--- src/rtl/mpsoc_noc_arb_pkg.sv ---
// Shared types and helpers for the NoC packet arbiter.
package mpsoc_noc_arb_pkg;

  typedef enum logic {ARB_IDLE, ARB_BUSY} arb_state_t;

  // Round-robin candidate index: (base + off) wrapped into [0, ports).
  function automatic int unsigned rr_index(int unsigned base, int unsigned off,
                                           int unsigned ports);
    return (base + off) % ports;
  endfunction

endpackage

--- src/rtl/mpsoc_noc_rr_select.sv ---
// Combinational round-robin picker: first set req bit searching upward from ptr+1.
module mpsoc_noc_rr_select
  import mpsoc_noc_arb_pkg::*;
#(
  parameter int unsigned PORTS = 4
) (
  input  logic [PORTS-1:0]         req,
  input  logic [$clog2(PORTS)-1:0] ptr,
  output logic [$clog2(PORTS)-1:0] sel,
  output logic                     any
);

  localparam int unsigned PTR_W = $clog2(PORTS);

  logic [PTR_W-1:0] idx;

  // Walk offsets from farthest to nearest so the nearest requester wins.
  always_comb begin
    sel = '0;
    any = 1'b0;
    idx = '0;
    for (int unsigned off = PORTS; off >= 1; off--) begin
      idx = PTR_W'(rr_index(32'(ptr), off, PORTS));
      if (req[idx]) begin
        sel = idx;
        any = 1'b1;
      end
    end
  end

endmodule

--- src/rtl/mpsoc_noc_packet_arbiter.sv ---
// Packet-level round-robin arbiter sharing one NoC link among local requesters,
// with a one-stage output register toward the mesh router.
module mpsoc_noc_packet_arbiter
  import mpsoc_noc_arb_pkg::*;
#(
  parameter int unsigned FLIT_WIDTH = 32,
  parameter int unsigned PORTS      = 4
) (
  input  logic                             clk,
  input  logic                             rst_n,
  input  logic [PORTS-1:0][FLIT_WIDTH-1:0] in_flit,
  input  logic [PORTS-1:0]                 in_last,
  input  logic [PORTS-1:0]                 in_valid,
  output logic [PORTS-1:0]                 in_ready,
  output logic [FLIT_WIDTH-1:0]            out_flit,
  output logic                             out_last,
  output logic                             out_valid,
  input  logic                             out_ready,
  output logic [PORTS-1:0]                 grant
);

  localparam int unsigned PTR_W = $clog2(PORTS);

  arb_state_t             state, state_next;
  logic [PTR_W-1:0]       owner, owner_next;
  logic [PTR_W-1:0]       ptr, ptr_next;
  logic [PTR_W-1:0]       rr_sel;
  logic                   rr_any;
  logic [PORTS-1:0]       grant_next;
  logic [FLIT_WIDTH-1:0]  out_flit_next;
  logic                   out_last_next;
  logic                   out_valid_next;
  logic                   accept;

  mpsoc_noc_rr_select #(
    .PORTS(PORTS)
  ) u_rr_select (
    .req(in_valid),
    .ptr(ptr),
    .sel(rr_sel),
    .any(rr_any)
  );

  // State and output register.
  always_ff @(posedge clk or negedge rst_n) begin
    if (!rst_n) begin
      state     <= ARB_IDLE;
      owner     <= '0;
      ptr       <= PTR_W'(PORTS - 1);
      grant     <= '0;
      out_flit  <= '0;
      out_last  <= 1'b0;
      out_valid <= 1'b0;
    end else begin
      state     <= state_next;
      owner     <= owner_next;
      ptr       <= ptr_next;
      grant     <= grant_next;
      out_flit  <= out_flit_next;
      out_last  <= out_last_next;
      out_valid <= out_valid_next;
    end
  end

  // Arbitration, ownership lock and output-stage update.
  always_comb begin
    state_next     = state;
    owner_next     = owner;
    ptr_next       = ptr;
    grant_next     = grant;
    out_flit_next  = out_flit;
    out_last_next  = out_last;
    out_valid_next = out_valid;
    in_ready       = '0;
    accept         = 1'b0;

    unique case (state)
      ARB_IDLE: begin
        if (rr_any) begin
          state_next = ARB_BUSY;
          owner_next = rr_sel;
          grant_next = PORTS'(1) << rr_sel;
        end
      end
      ARB_BUSY: begin
        in_ready[owner] = !out_valid || out_ready;
        accept          = in_valid[owner] && in_ready[owner];
        // Lock released only once the tail flit has been taken.
        if (accept && in_last[owner]) begin
          state_next = ARB_IDLE;
          ptr_next   = owner;
          grant_next = '0;
        end
      end
      default: state_next = ARB_IDLE;
    endcase

    if (accept) begin
      out_flit_next  = in_flit[owner];
      out_last_next  = in_last[owner];
      out_valid_next = 1'b1;
    end else if (out_ready) begin
      out_valid_next = 1'b0;
    end
  end

endmodule

--- config.mk ---
export PLATFORM = sky130hd
export DESIGN_NAME = mpsoc_noc_packet_arbiter
export DESIGN_NICKNAME = d
export VERILOG_FILES = /design/src/rtl/mpsoc_noc_arb_pkg.sv /design/src/rtl/mpsoc_noc_rr_select.sv /design/src/rtl/mpsoc_noc_packet_arbiter.sv
export SDC_FILE = /design/constraint.sdc
export NUM_CORES = 1
export LEC_CHECK = 0
export ABC_CLOCK_PERIOD_IN_PS = 2800
export CAP_MARGIN = 20
export CORE_MARGIN = 1.5
export CORE_UTILIZATION = 39
export DETAILED_ROUTE_END_ITERATION = 8
export GPL_TIMING_DRIVEN = 0
export PLACE_DENSITY = 0.86
export SYNTH_ARGS = -nofsm -noshare
export SYNTH_HDL_FRONTEND = slang
export SYNTH_SLANG_ARGS = --single-unit
--- constraint.sdc ---
create_clock -name clk -period 2.8 [get_ports clk]
set_clock_uncertainty 0.1 [all_clocks]
set_input_delay 0.42 -clock clk [delete_from_list [all_inputs] [get_ports clk]]
set_output_delay 0.42 -clock clk [all_outputs]
set_load 0.01 [all_outputs]
==> impl.org <==
** Clock tree
- TritonCTS built the clock tree.
- Clock-pin slew on the worst setup and hold paths :: around 0.080 ns
- No sink is reached through more buffers than the 2 on the longest clock path.
- In this run, post-CTS repair resized a total of 0 instances.
- The H-tree was split into 2 levels.
- Post-CTS setup-driven buffer insertion count :: 0
- Buffers inserted during clock tree synthesis total 5.
- For the worst-skew pair, the clock arrives at the later sink with an insertion delay of between 0.2 and 0.3 ns.
- The cell sitting at the root of the clock tree is a clkbuf_8.
- Clock sink total :: 43

** Yosys
- Yosys mapped the design onto 32 distinct sky130hd cell types.
- Total standard cell area after synthesis :: roughly 0.0027 sq mm
- Adder-cell share of the synthesized area :: 0%
- Main combinational cell family by area after synthesis :: multiplexers
- Complex-gate fraction of the synthesized area :: under 10%
- In this run, synthesis produced a sequential element count of 43.
- The number of nets in the synthesized netlist is roughly 300.
- The portion of synthesized area spent on multiplexers is between 40% and 50%.
- A synthesized cell averages approximately 16 sq um.
- For this run, the number of Yosys warnings is 0.
- Number of instances in the synthesized netlist :: between 150 and 200
- Synth Area in Simple Gates :: approximately 5.2%
- Fraction of synthesized cell area in xor and xnor cells :: 0%
- Sequential fraction of the synthesis area :: 40.7%

** Global route
- Across every metal layer, demand over resource in global routing totals between 20% and 30%.
- The total overflow left after global routing is 0.
- The first global-routing pass estimated approximately 12,000 microns of wire.
- Via count of the first global-routing pass :: 2,481
- Number of antenna violations at the first check in global routing :: 0
- Pin count of the biggest net entering global routing :: 40

** Critical path
- The slowest stage of the critical path is the clkdlybuf4s50_1 cell.
- Combined buffer and inverter count along the critical path :: 2
- Measured in cells, the most critical reg-to-reg path has a length of 4.
- The setup path with the least slack is of type in -> out.
- Most frequent CP cell :: clkdlybuf4s50_1
- In this run the number of cells on the critical path is 5.
- Nature of the critical path endpoint :: primary output
- Critical path's top delay family :: buffers and inverters
- The signal on the critical path passes through clkdlybuf4s50_1 > nand2b_1 > nand2_1 > nor3_1 > clkdlybuf4s50_1.
- For this run, the slowest stage of the critical path takes 0.57 ns.
- Data on the critical path is required at its endpoint by ~2.3 ns.
- Worst-path fanout max :: 5
- Crit start category :: input pin
- Data on the critical path arrives at its endpoint at 1.95 ns.

** Pwr
- In this run switching power makes up ~33% of total power.
- Max IR drop VDD :: between 400 and 500 uV
- Sequential cells account for between 20% and 30% of the total power.
- Combinational fraction of design power :: between 60% and 70%
- Internal Power :: 2.89 mW
- Dividing total power by cell area gives a power density of just over 900 mW/mm^2.
- Summed over all nets, the switching power comes to between 1 and 1.5 mW.
- The clock network burns 8.8% of the power.
- LEAKAGE :: roughly 1.9 nW

** Cells and area
- The repair_antennas step left the layout with diodes totalling 0.
- Non-Filler Cell Area, Final :: 0.00465 sq mm
- In the final layout, the share of cells above drive strength 1 is roughly 24%.
- Layout net count :: slightly below 500
- Relative to the synthesized area, the layout overhead comes to 75.5%.

** Detailed routing
- Final routed DRC violation total :: 10
- The first detailed-routing pass took 8 iterations.
- Post-Route WL :: approximately 7600 microns
- Summing over every cut layer, the via total after detailed routing is 2,255.
- DR vias/cell :: approximately 5.3
- For this block, the initial DRC count from the detailed router was between 60 and 70.
- The detail route stage leaves a number of antenna-violating nets equal to 0.
- After detailed routing, the average wire length per cell comes to around 18 microns.

** Floorplan
- IO Pins :: 181
- Core ar. :: around 0.0065 sq mm
- The die is between 80 and 90 microns wide.
- Once the floorplan was initialized, standard cells occupied about two fifths of the core.
- Measured along the y axis, the die boundary spans approximately 85 microns.
- Row count :: 29
- The floorplan step defined a die boundary enclosing between 0.007 and 0.008 sq mm.

** STA
- Hold Fails Final Rpt :: 0
- For the pin with the worst max-slew slack, the measured transition is 0.659 ns.
- After layout, the minimum clock period comes to approximately 2.5 ns.
- The tightest hold path in the finished design has a slack of 0.387 ns.
- Setup violations remaining at the end of the flow were counted as 0.
- Worst relative slew slack :: 56.0%
- Achievable frequency :: 0.404 GHz
- The max-slew violation count was 0.
- Adding up every negative setup slack in the final design gives 0 ns.
- RSZ-0062 raised after global routing :: false
- The final critical path takes up approximately nine tenths of the cycle.

** Flow run
- MaxCap Viol Count :: 0

** Run status
- Result of the run :: complete, but fails checks
- Violations in the final reports :: DRC

** Hold path
- Worst min-delay path class :: in -> async

** Placed design
- DP HPWL :: around 6300 microns
- Routability congestion estimate :: about 0.79
- Cell Area, Placed :: between 0.004 and 0.005 sq mm
- Input and output buffers added on the ports amount to 180.
==> worst register-to-register path: stages (launching register included) <==
cell	delay (ns)
dfrtp_1	0.36
buf_2	0.38
clkbuf_1	0.56
mux4_2	0.43
mux2_4	0.28
==> what timing repair did <==
| action | 4_1_cts | 5_1_grt |
|---|---|---|
| hold buffers | 1 | 0 |
| endpoints found under the hold margin | 4 | 0 |
| setup endpoints to repair | 1 | 0 |
==> synth_stat cells <==
library cell  instances  area (sq um)
mux2_4               20           300
dfrtp_1              41          1030
nor3_1                2          10.0
mux2i_1               1          10.0
o21ai_0               2          10.0
buf_2                 2          10.0
a31oi_1               1          6.26
or4_1                 1          7.51
inv_1                 2          7.51
nand4_2               1          12.5
nand2b_1              4          25.0
nand3_1               3          15.0
mux2_1                5          56.3
a32o_1                2          20.0
o31ai_1               2          15.0
nand2_1               5          18.8
clkbuf_1              2          7.51
a31o_2                1          8.76
o21a_1                1          7.51
buf_6                 6          67.6
nand3_4               1          17.5
mux2_2                9           101
mux4_2               34           766
nand3b_1              1          7.51
a2bb2oi_1             1          8.76
a21o_1                2          15.0
buf_4                 1          7.51
nor2_1                5          18.8
nor2b_1               1          6.26
buf_1                 1          3.75
dfstp_2               2          52.6
a21oi_1               1          5.00
==> layout make-up <==
cell class	instances	area, sq um
plain buffers	11	92.6
clock buffers	7	76.3
clock inverters	1	5.00
fillers	477	1810
inverters	2	7.51
multi-input cells	106	1470
flip-flops and latches	43	1080
well taps	77	96.3
repair buffers	182	1830
==> logic make-up (layout without fill, tap and decap cells) <==
family / count (synthesis) / in the layout
mux: 69 / 69
flops: 43 / 43
simple gates: 24 / 24
buf+inv: 14 / 203
compound gates: 13 / 13
==> power groups by stage <==
stage	sequential [mW]	clock, mW	combinational (mW)
after floorplan	1.26	0	1.61
after global placement	1.13	0	2.75
after detailed placement	1.15	0	2.83
after CTS	1.15	0.385	2.83
after global routing	1.19	0.414	2.98
final	1.14	0.378	2.78
==> routing by layer <==
layer	routed length, microns	up-vias	global-route usage [%]
met2	4360	114	42.6
met3	657	2	6.13
met4	41	0	3.96
li1	-	1031	-
met5	0	-	0
met1	2590	1108	23.5
==> registers in the layout, indices dropped and copies added, names as in the netlist <==
signal and cells:
grant 4, out_flit 32, out_last 1, out_valid 1, owner 2, ptr 2, state 1
==> stage by stage <==
stage	util [%]	worst slack (ns)	std cells	power (mW)
3_3_place_gp	70.4	0.0374	420	3.89
4_1_cts	72.0	0.295	429	4.36
5_1_grt	72.0	0.177	429	4.58
6_report	72.0	0.326	429	4.30
3_5_place_dp	70.7	0.318	421	3.98
2_1_floorplan	-	1.01	163	2.86
==> layout by cell type (no fill, tap or decap), drive strengths merged <==
master,count
clkdlybuf4s50,179
dfrtp,41
mux4,34
mux2,34
buf,11
clkbuf,9
nand2,5
nor2,5
nand2b,4
nand3,4
inv,2
nor3,2
a21o,2
o21ai,2
o31ai,2
a32o,2
dfstp,2
or4,1
nand4,1
o21a,1
nand3b,1
a31o,1
nor2b,1
a21oi,1
mux2i,1
a2bb2oi,1
a31oi,1
clkinv,1
dlygate4sd3,1
==> path summary, 6_finish.rpt <==
check                      startpoint           end  slack [ns]
setup / recovery            out_ready   in_ready[2]        0.33
hold / removal                  rst_n      grant[1]        0.39
setup reg to reg             owner[1]  out_flit[17]        0.58
hold reg to reg              out_last      out_last        0.39
max in group asynchronous       rst_n        ptr[0]        1.73
min in group clk             out_last      out_last        0.39
Note: power is estimated with default switching activity, not from simulation.
